**src/rtl/distribute_1xn_hs.sv**
```systemverilog
// distribute_1xn_hs: one-to-N distribution node. Each accepted input beat is
// copied atomically into the FIFO of every output selected by i_cmd; each
// output then drains its FIFO independently under its own valid/ready.
//
// Handshake (every side): a transfer happens on the rising clock edge where
// valid and ready are both high. Valid never waits for ready. The producer
// holds data (and i_cmd on the input side) stable while valid is high and
// ready is low. The upstream may drop i_valid without a transfer.
// o_ready is a function of i_en, i_cmd and registered occupancy only. It
// never looks at i_ready, so no ready-to-ready combinational path exists.
module distribute_1xn_hs #(
  parameter int DATA_WIDTH = 32,
  parameter int NUM_PORT   = 4,
  parameter int FIFO_DEPTH = 2,
  parameter int CNT_WIDTH  = $clog2(FIFO_DEPTH) + 1
) (
  input  logic                             clk,
  input  logic                             rst,
  input  logic                             i_en,
  input  logic                             i_valid,
  output logic                             o_ready,
  input  logic [DATA_WIDTH-1:0]            i_data_bus,
  input  logic [NUM_PORT-1:0]              i_cmd,
  output logic [NUM_PORT-1:0]              o_valid,
  input  logic [NUM_PORT-1:0]              i_ready,
  output logic [NUM_PORT*DATA_WIDTH-1:0]   o_data_bus
);

  // Pointer width; FIFO_DEPTH is a power of two, so pointers wrap naturally.
  localparam int PTR_W = $clog2(FIFO_DEPTH);
  localparam logic [CNT_WIDTH-1:0] FULL_CNT = CNT_WIDTH'(FIFO_DEPTH);

  logic [NUM_PORT-1:0] full;
  logic [NUM_PORT-1:0] empty;
  logic [NUM_PORT-1:0] push;
  logic [NUM_PORT-1:0] pop;
  logic                fire;
  logic                dest_ok;

  // Acceptance: every selected destination must have a free slot. A full FIFO
  // that pops this cycle still blocks acceptance; the slot frees next cycle.
  always_comb begin
    dest_ok = 1'b1;
    for (int j = 0; j < NUM_PORT; j++) begin
      if (i_cmd[j] && full[j]) dest_ok = 1'b0;
    end
    o_ready = i_en & rst & dest_ok;
  end

  // A beat is consumed on fire; with i_cmd == 0 it is discarded (no writes).
  // Gating by fire keeps unknown i_cmd/i_data_bus harmless while i_valid is low.
  always_comb begin
    fire = i_valid & o_ready;
    push = fire ? i_cmd : '0;
    pop  = ~empty & i_ready;
  end

  for (genvar j = 0; j < NUM_PORT; j++) begin : g_port
    logic [DATA_WIDTH-1:0] mem_q [FIFO_DEPTH];
    logic [PTR_W-1:0]      wr_ptr_q, wr_ptr_d;
    logic [PTR_W-1:0]      rd_ptr_q, rd_ptr_d;
    logic [CNT_WIDTH-1:0]  cnt_q, cnt_d;

    assign full[j]  = (cnt_q == FULL_CNT);
    assign empty[j] = (cnt_q == '0);

    // Next pointer/count: push and pop may coincide on a non-full FIFO, in
    // which case both pointers move and the count is unchanged.
    always_comb begin
      wr_ptr_d = wr_ptr_q;
      rd_ptr_d = rd_ptr_q;
      cnt_d    = cnt_q;
      if (push[j]) wr_ptr_d = wr_ptr_q + PTR_W'(1);
      if (pop[j])  rd_ptr_d = rd_ptr_q + PTR_W'(1);
      case ({push[j], pop[j]})
        2'b10:   cnt_d = cnt_q + CNT_WIDTH'(1);
        2'b01:   cnt_d = cnt_q - CNT_WIDTH'(1);
        default: cnt_d = cnt_q;
      endcase
    end

    // Pointer/count registers; reset empties the FIFO at once, so o_valid
    // drops asynchronously with rst.
    always_ff @(posedge clk or negedge rst) begin
      if (!rst) begin
        wr_ptr_q <= '0;
        rd_ptr_q <= '0;
        cnt_q    <= '0;
      end else begin
        wr_ptr_q <= wr_ptr_d;
        rd_ptr_q <= rd_ptr_d;
        cnt_q    <= cnt_d;
      end
    end

    // Storage write; contents need no reset because reads are masked by empty.
    always_ff @(posedge clk) begin
      if (push[j]) mem_q[wr_ptr_q] <= i_data_bus;
    end

    // Head of FIFO, or zero dummy data when nothing is buffered.
    assign o_valid[j] = ~empty[j];
    assign o_data_bus[j*DATA_WIDTH +: DATA_WIDTH] =
      empty[j] ? '0 : mem_q[rd_ptr_q];
  end

endmodule

```
**config.mk**
```make
export PLATFORM = sky130hd
export DESIGN_NAME = distribute_1xn_hs
export DESIGN_NICKNAME = d
export VERILOG_FILES = /design/src/rtl/distribute_1xn_hs.sv
export SDC_FILE = /design/constraint.sdc
export NUM_CORES = 1
export LEC_CHECK = 0
export BUFFER_PORTS_ARGS = -buffer_cell sky130_fd_sc_hd__buf_2
export CELL_PAD_IN_SITES_DETAIL_PLACEMENT = 0
export CELL_PAD_IN_SITES_GLOBAL_PLACEMENT = 1
export CORE_MARGIN = 4
export CORE_UTILIZATION = 52
export CTS_BUF_LIST = sky130_fd_sc_hd__clkbuf_8
export DETAILED_ROUTE_END_ITERATION = 10
export PLACE_DENSITY_LB_ADDON = 0.1
export SETUP_SLACK_MARGIN = 0.4
export SYNTH_ARGS = -nofsm -noshare
export SYNTH_HDL_FRONTEND = slang
export SYNTH_SLANG_ARGS = --single-unit
```
**constraint.sdc**
```tcl
create_clock -name clk -period 6.4 [get_ports clk]
set_clock_uncertainty 0.05 [all_clocks]
set_input_delay 1.6 -clock clk [delete_from_list [all_inputs] [get_ports clk]]
set_output_delay 1.6 -clock clk [all_outputs]
set_load 0.02 [all_outputs]
```
---- After elaboration in Yosys (flattened, before gate mapping) ----
Memories as Yosys holds them, arrays and structs flattened.
Index checks and enable logic that the tools add are counted.
W data, S select, Z words.
storage, ports and cells
  word-level logic and storage cells ...... 86
  memories ................................ 4
  bits in writable memories ............... 256
  bits in registers ....................... 16
  output and inout port bits .............. 133
memories
  name             words  bits a word  rd ports  clocked after memory_dff  write ports  line  source
  g_port[0].mem_q  2      32           1         0                         1            59    logic [DATA_WIDTH-1:0] mem_q [FIFO_DEPTH];
  g_port[1].mem_q  2      32           1         0                         1            59
  g_port[2].mem_q  2      32           1         0                         1            59
  g_port[3].mem_q  2      32           1         0                         1            59
operators by class
  $add $sub $neg .......................... 16
  bitwise logic cells ..................... 9
  equality and inequality tests ........... 12
  reductions and logical operators ........ 12
  multiplexer cells ....................... 21
operator list
  cell                   number
  $mux W32               4
  $eq A2 B2 Y1 const B   8
  $pmux W2 S2            4
  $mux W1                12
  $add A1 B1 Y1 const B  8
  $add A2 B1 Y2 const B  4
  $eq A2 B1 Y1 const B   4
  $logic_not A2 Y1       4
  $reduce_bool A2 Y1     4
  $sub A2 B1 Y2 const B  4
  $and A4 B4 Y4          1
  $logic_and A1 B1 Y1    4
  $mux W4                1
  $not A1 Y1             4
  $not A4 Y4             1
  $and A1 B1 Y1          3

---- Depth between registers and ports, before layout ----
  depth after elaboration ................. 11
  mapped depth ............................ 7
  depth with buffers taken out ............ 7

---- Least setup slack after synthesis ----
Ideal clock, no wire load.
  path kind ............................... in2out
  start point ............................. input port i_cmd[1]
  end point ............................... output port o_ready
  arrival ................................. 2.437 ns
  setup slack ............................. 2.313 ns
  data required time ...................... 4.750 ns
  stages .................................. 3
  path through ............................ nand3b_1 o211a_4 nor3b_1
on the way
  word-level cells in the longest chain between the ends .. 5
RTL lines
  what                  line  source
  start, declared       23    input logic [NUM_PORT-1:0] i_cmd,
  $logic_and A1 B1 Y1   45    if (i_cmd[j] && full[j]) dest_ok = 1'b0;
  $mux W1 (3 in a row)  45
  $and A1 B1 Y1         47    o_ready = i_en & rst & dest_ok;
  end, declared         21    output logic o_ready,
No other way between the ends.

---- Final worst setup path ----
  start point ............................. input port rst
  end point ............................... output port o_ready
on the way
  word-level cells in the longest chain between the ends .. 2
RTL lines
  what                        line  source
  start, declared             18    input logic rst,
  $and A1 B1 Y1 (2 in a row)  47
No other way between the ends.

==> impl_metrics.tcl <==
set metrics [dict create \
    min_period_ns 4.236 \
    cts_tree "done" \
    yosysSeqAreaShare_pct 76.88 \
    maxSlewViolCount 0 \
    vias 5746 \
    rsz0062_at_grt "false" \
    synthDistinctLibCells 23 \
    syn_inst 623 \
    clk_pin_slew_ns 0.06 \
    path_common_cell "buf_2" \
    tightest_slew_ns 1.220 \
    crit_fanout 17 \
    track_usage_pct 20.26 \
    fp.dieH_microns 150.2 \
    crit_slowest_cell "buf_2" \
    path_buf_inv 2 \
    tns_ns 0 \
    cp_data_arrival_time_ns 2.59 \
    clkSinkCount 272 \
    grt_overflow 0 \
    critPathRequiredTime_ns 4.75 \
    yosysWarnings 0 \
    synth_edf_count 256 \
    drive_gt1_share_pct 30.51 \
    drc_errors 0 \
    dp_hpwl_microns 13240 \
    worstSetupStartpointType "input pin" \
    holdBufCountCts 0 \
    post-cts-setup-buffer-count 0 \
    cap_violations 0 \
    synthFlopType "edfxtp_1" \
    yosysMostFrequentCell "edfxtp_1" \
    core_area_sq_mm 0.01965 \
    grt_max_degree 34 \
    dr.pass1.iters 4 \
    critical_path_class "input pin to output pin" \
    cts_resized 0 \
    viasPerCell 5.158 \
    area_delta_synth_final_pct 17.90 \
    yosys-top-cells-count "edfxtp_1 (256), nor2_1 (138), mux2i_1 (128)" \
    leakage_nw 4.959 \
    htree_levels 2 \
    postSynthAreaPerCell_sq_um 16.89 \
    ir_drop_mv 0.3007 \
    detail-route-antenna-nets 0 \
    grt_pass1_vias 5926 \
    crit_chain "buf_2 -> nand2_1 -> nor3b_1 -> buf_2" \
    port_buffers 176 \
    initial_core_util_pct 53.53 \
    fmax_mhz 236.1 \
    synth.top_cell.area_share_pct 73.07 \
    antenna_found_initial 1 \
    wl_per_cell_microns 20.38 \
    setup_viol 0 \
    max_stage_delay_ns 0.32 \
    slew_headroom_pct 18.45 \
    drtIter0Drc 303 \
    clockRootBuffer "clkbuf_8" \
    syn-num-nets 671 \
    fin_hold_ws_ns 0.4972 \
    synthTopCellsByArea "edfxtp_1 (73%), mux2i_1 (12%), nor2_1 (4.9%)" \
    end_kind "output pin" \
    synth_largest_area_cell "edfxtp_1" \
    dieArea_sq_mm 0.02257 \
    grt_pass1_wl_microns 34300 \
    fp-row-count 51 \
    numCtsBuffers 44 \
    layout.nets 866 \
    syn_area_sq_mm 0.01052 \
    top_level_ports 177 \
    diodes 0 \
    wl_microns 22700 \
    die_w_microns 150.2 \
    final_min_period_over_clock_period_pct 66.19 \
    synth_seq_cells 272 \
    cp_top_family "buffers and inverters" \
    powerDensity_mw_per_mm2 449.6 \
    outcome "finished clean" \
    hp-class "flip-flop to flip-flop" \
    gp_congestion 0.7438 \
    clock_latency_ns 0.54 \
    hold_violations 0 \
    async_flop_share_pct 5.882 \
    cts_buffer_depth 3 \
    fillers 1508 \
]
## metrics by stage
stage               utilization, %  instances  instance area, sq um  power [mW]  setup WS (ns)
floorplan                        -        623                 10520       3.619          2.313
finish                       63.11       1114                 12400       5.576          2.164
global route                 63.11       1114                 12400       5.857          2.031
global placement             59.21       1037                 11640       4.316          2.128
detailed placement           59.21       1037                 11640       4.335          2.130
CTS                          63.11       1114                 12400       5.636          2.128
## worst register-to-register path, cell delays in order (launching register included)
cell,delay [ns]
dfrtp_1,0.46
and3b_4,0.27
nor3_2,0.23
nand2_2,0.14
nor2_4,0.93
## sequential cells by signal, indices dropped and copies added (netlist names)
| name | cells |
|---|---|
| g_port.wr_ptr_q | 4 |
| g_port.mem_q | 256 |
| g_port.rd_ptr_q | 4 |
| g_port.cnt_q | 8 |
## routing by layer
metal | vias to the layer above | GRT usage [%] | part of all wire, %
met3 | 41 | 4.786 | 7.7
met1 | 2826 | 27.51 | 42
met4 | 2 | 5.398 | 1.9
met2 | 200 | 33.32 | 48
li1 | 2677 | - | -
met5 | - | 0 | 0.053
## cell families (layout without fill, tap and decap cells)
| group | Yosys count | in the layout | synth area share, % |
|---|---|---|---|
| adder cells (fa/ha/maj) | 4 | 4 | 0.4758 |
| multiplexers | 128 | 128 | 12.18 |
| AND/OR/NAND/NOR | 166 | 166 | 6.732 |
| flip-flops | 272 | 272 | 76.88 |
| AO/OA/AOI/OAI | 1 | 1 | 0.1665 |
| XOR/XNOR | 20 | 20 | 1.879 |
| buffers and inverters | 32 | 258 | 1.689 |
## worst paths after layout
check	start	end	slack (ns)	cells after the start
min in group asynchronous	rst	g_port[0].wr_ptr_q	0.92	1
max in group asynchronous	rst	g_port[0].rd_ptr_q	5.08	1
max	rst	o_ready	2.16	4
min reg2reg	g_port[1].cnt_q[1]	g_port[1].cnt_q[1]	0.50	1
max reg2reg	g_port[2].cnt_q[0]	g_port[0].mem_q[0][19]	3.89	4
min	g_port[1].cnt_q[1]	g_port[1].cnt_q[1]	0.50	1
## layout by cell type (no fill, tap or decap)
master	netlist	final
nor3_2	4	4
nand2_2	4	4
and3b_4	1	1
buf_2	10	176
inv_2	1	1
inv_1	3	21
and3_2	4	4
nor2_4	0	8
clkinv_2	0	5
o211a_4	1	1
clkbuf_8	0	47
nor3b_1	1	1
edfxtp_1	256	256
nand2_1	6	6
xor2_1	8	8
xnor2_2	3	3
mux2i_1	128	128
dfrtp_2	0	4
nor2_1	138	132
buf_4	12	1
and2_1	4	4
ha_1	4	4
nand3b_1	2	2
clkinv_1	0	7
xnor2_1	9	9
dfrtp_1	16	12
## power breakdown
group / internal (mW) / leakage (nW) / total [mW] / switching (mW)
clock network: 0.673 / 0.464 / 1.31 / 0.633
logic: 0.704 / 2.00 / 1.91 / 1.21
registers: 2.06 / 2.49 / 2.35 / 0.290
total: 3.44 / 4.96 / 5.58 / 2.13
## area by class of cell
cell class / count / area, sq um / share of cell area (%)
flip-flops and latches: 272 / 8093 / 65.25
multi-input cells: 319 / 2310 / 18.62
repair buffers: 177 / 888.4 / 7.162
clock buffers: 47 / 646.9 / 5.215
well taps: 265 / 331.6 / 2.673
clock inverters: 30 / 118.9 / 0.9583
inverters: 4 / 15.01 / 0.1211
(Power assumes the default switching activity.)
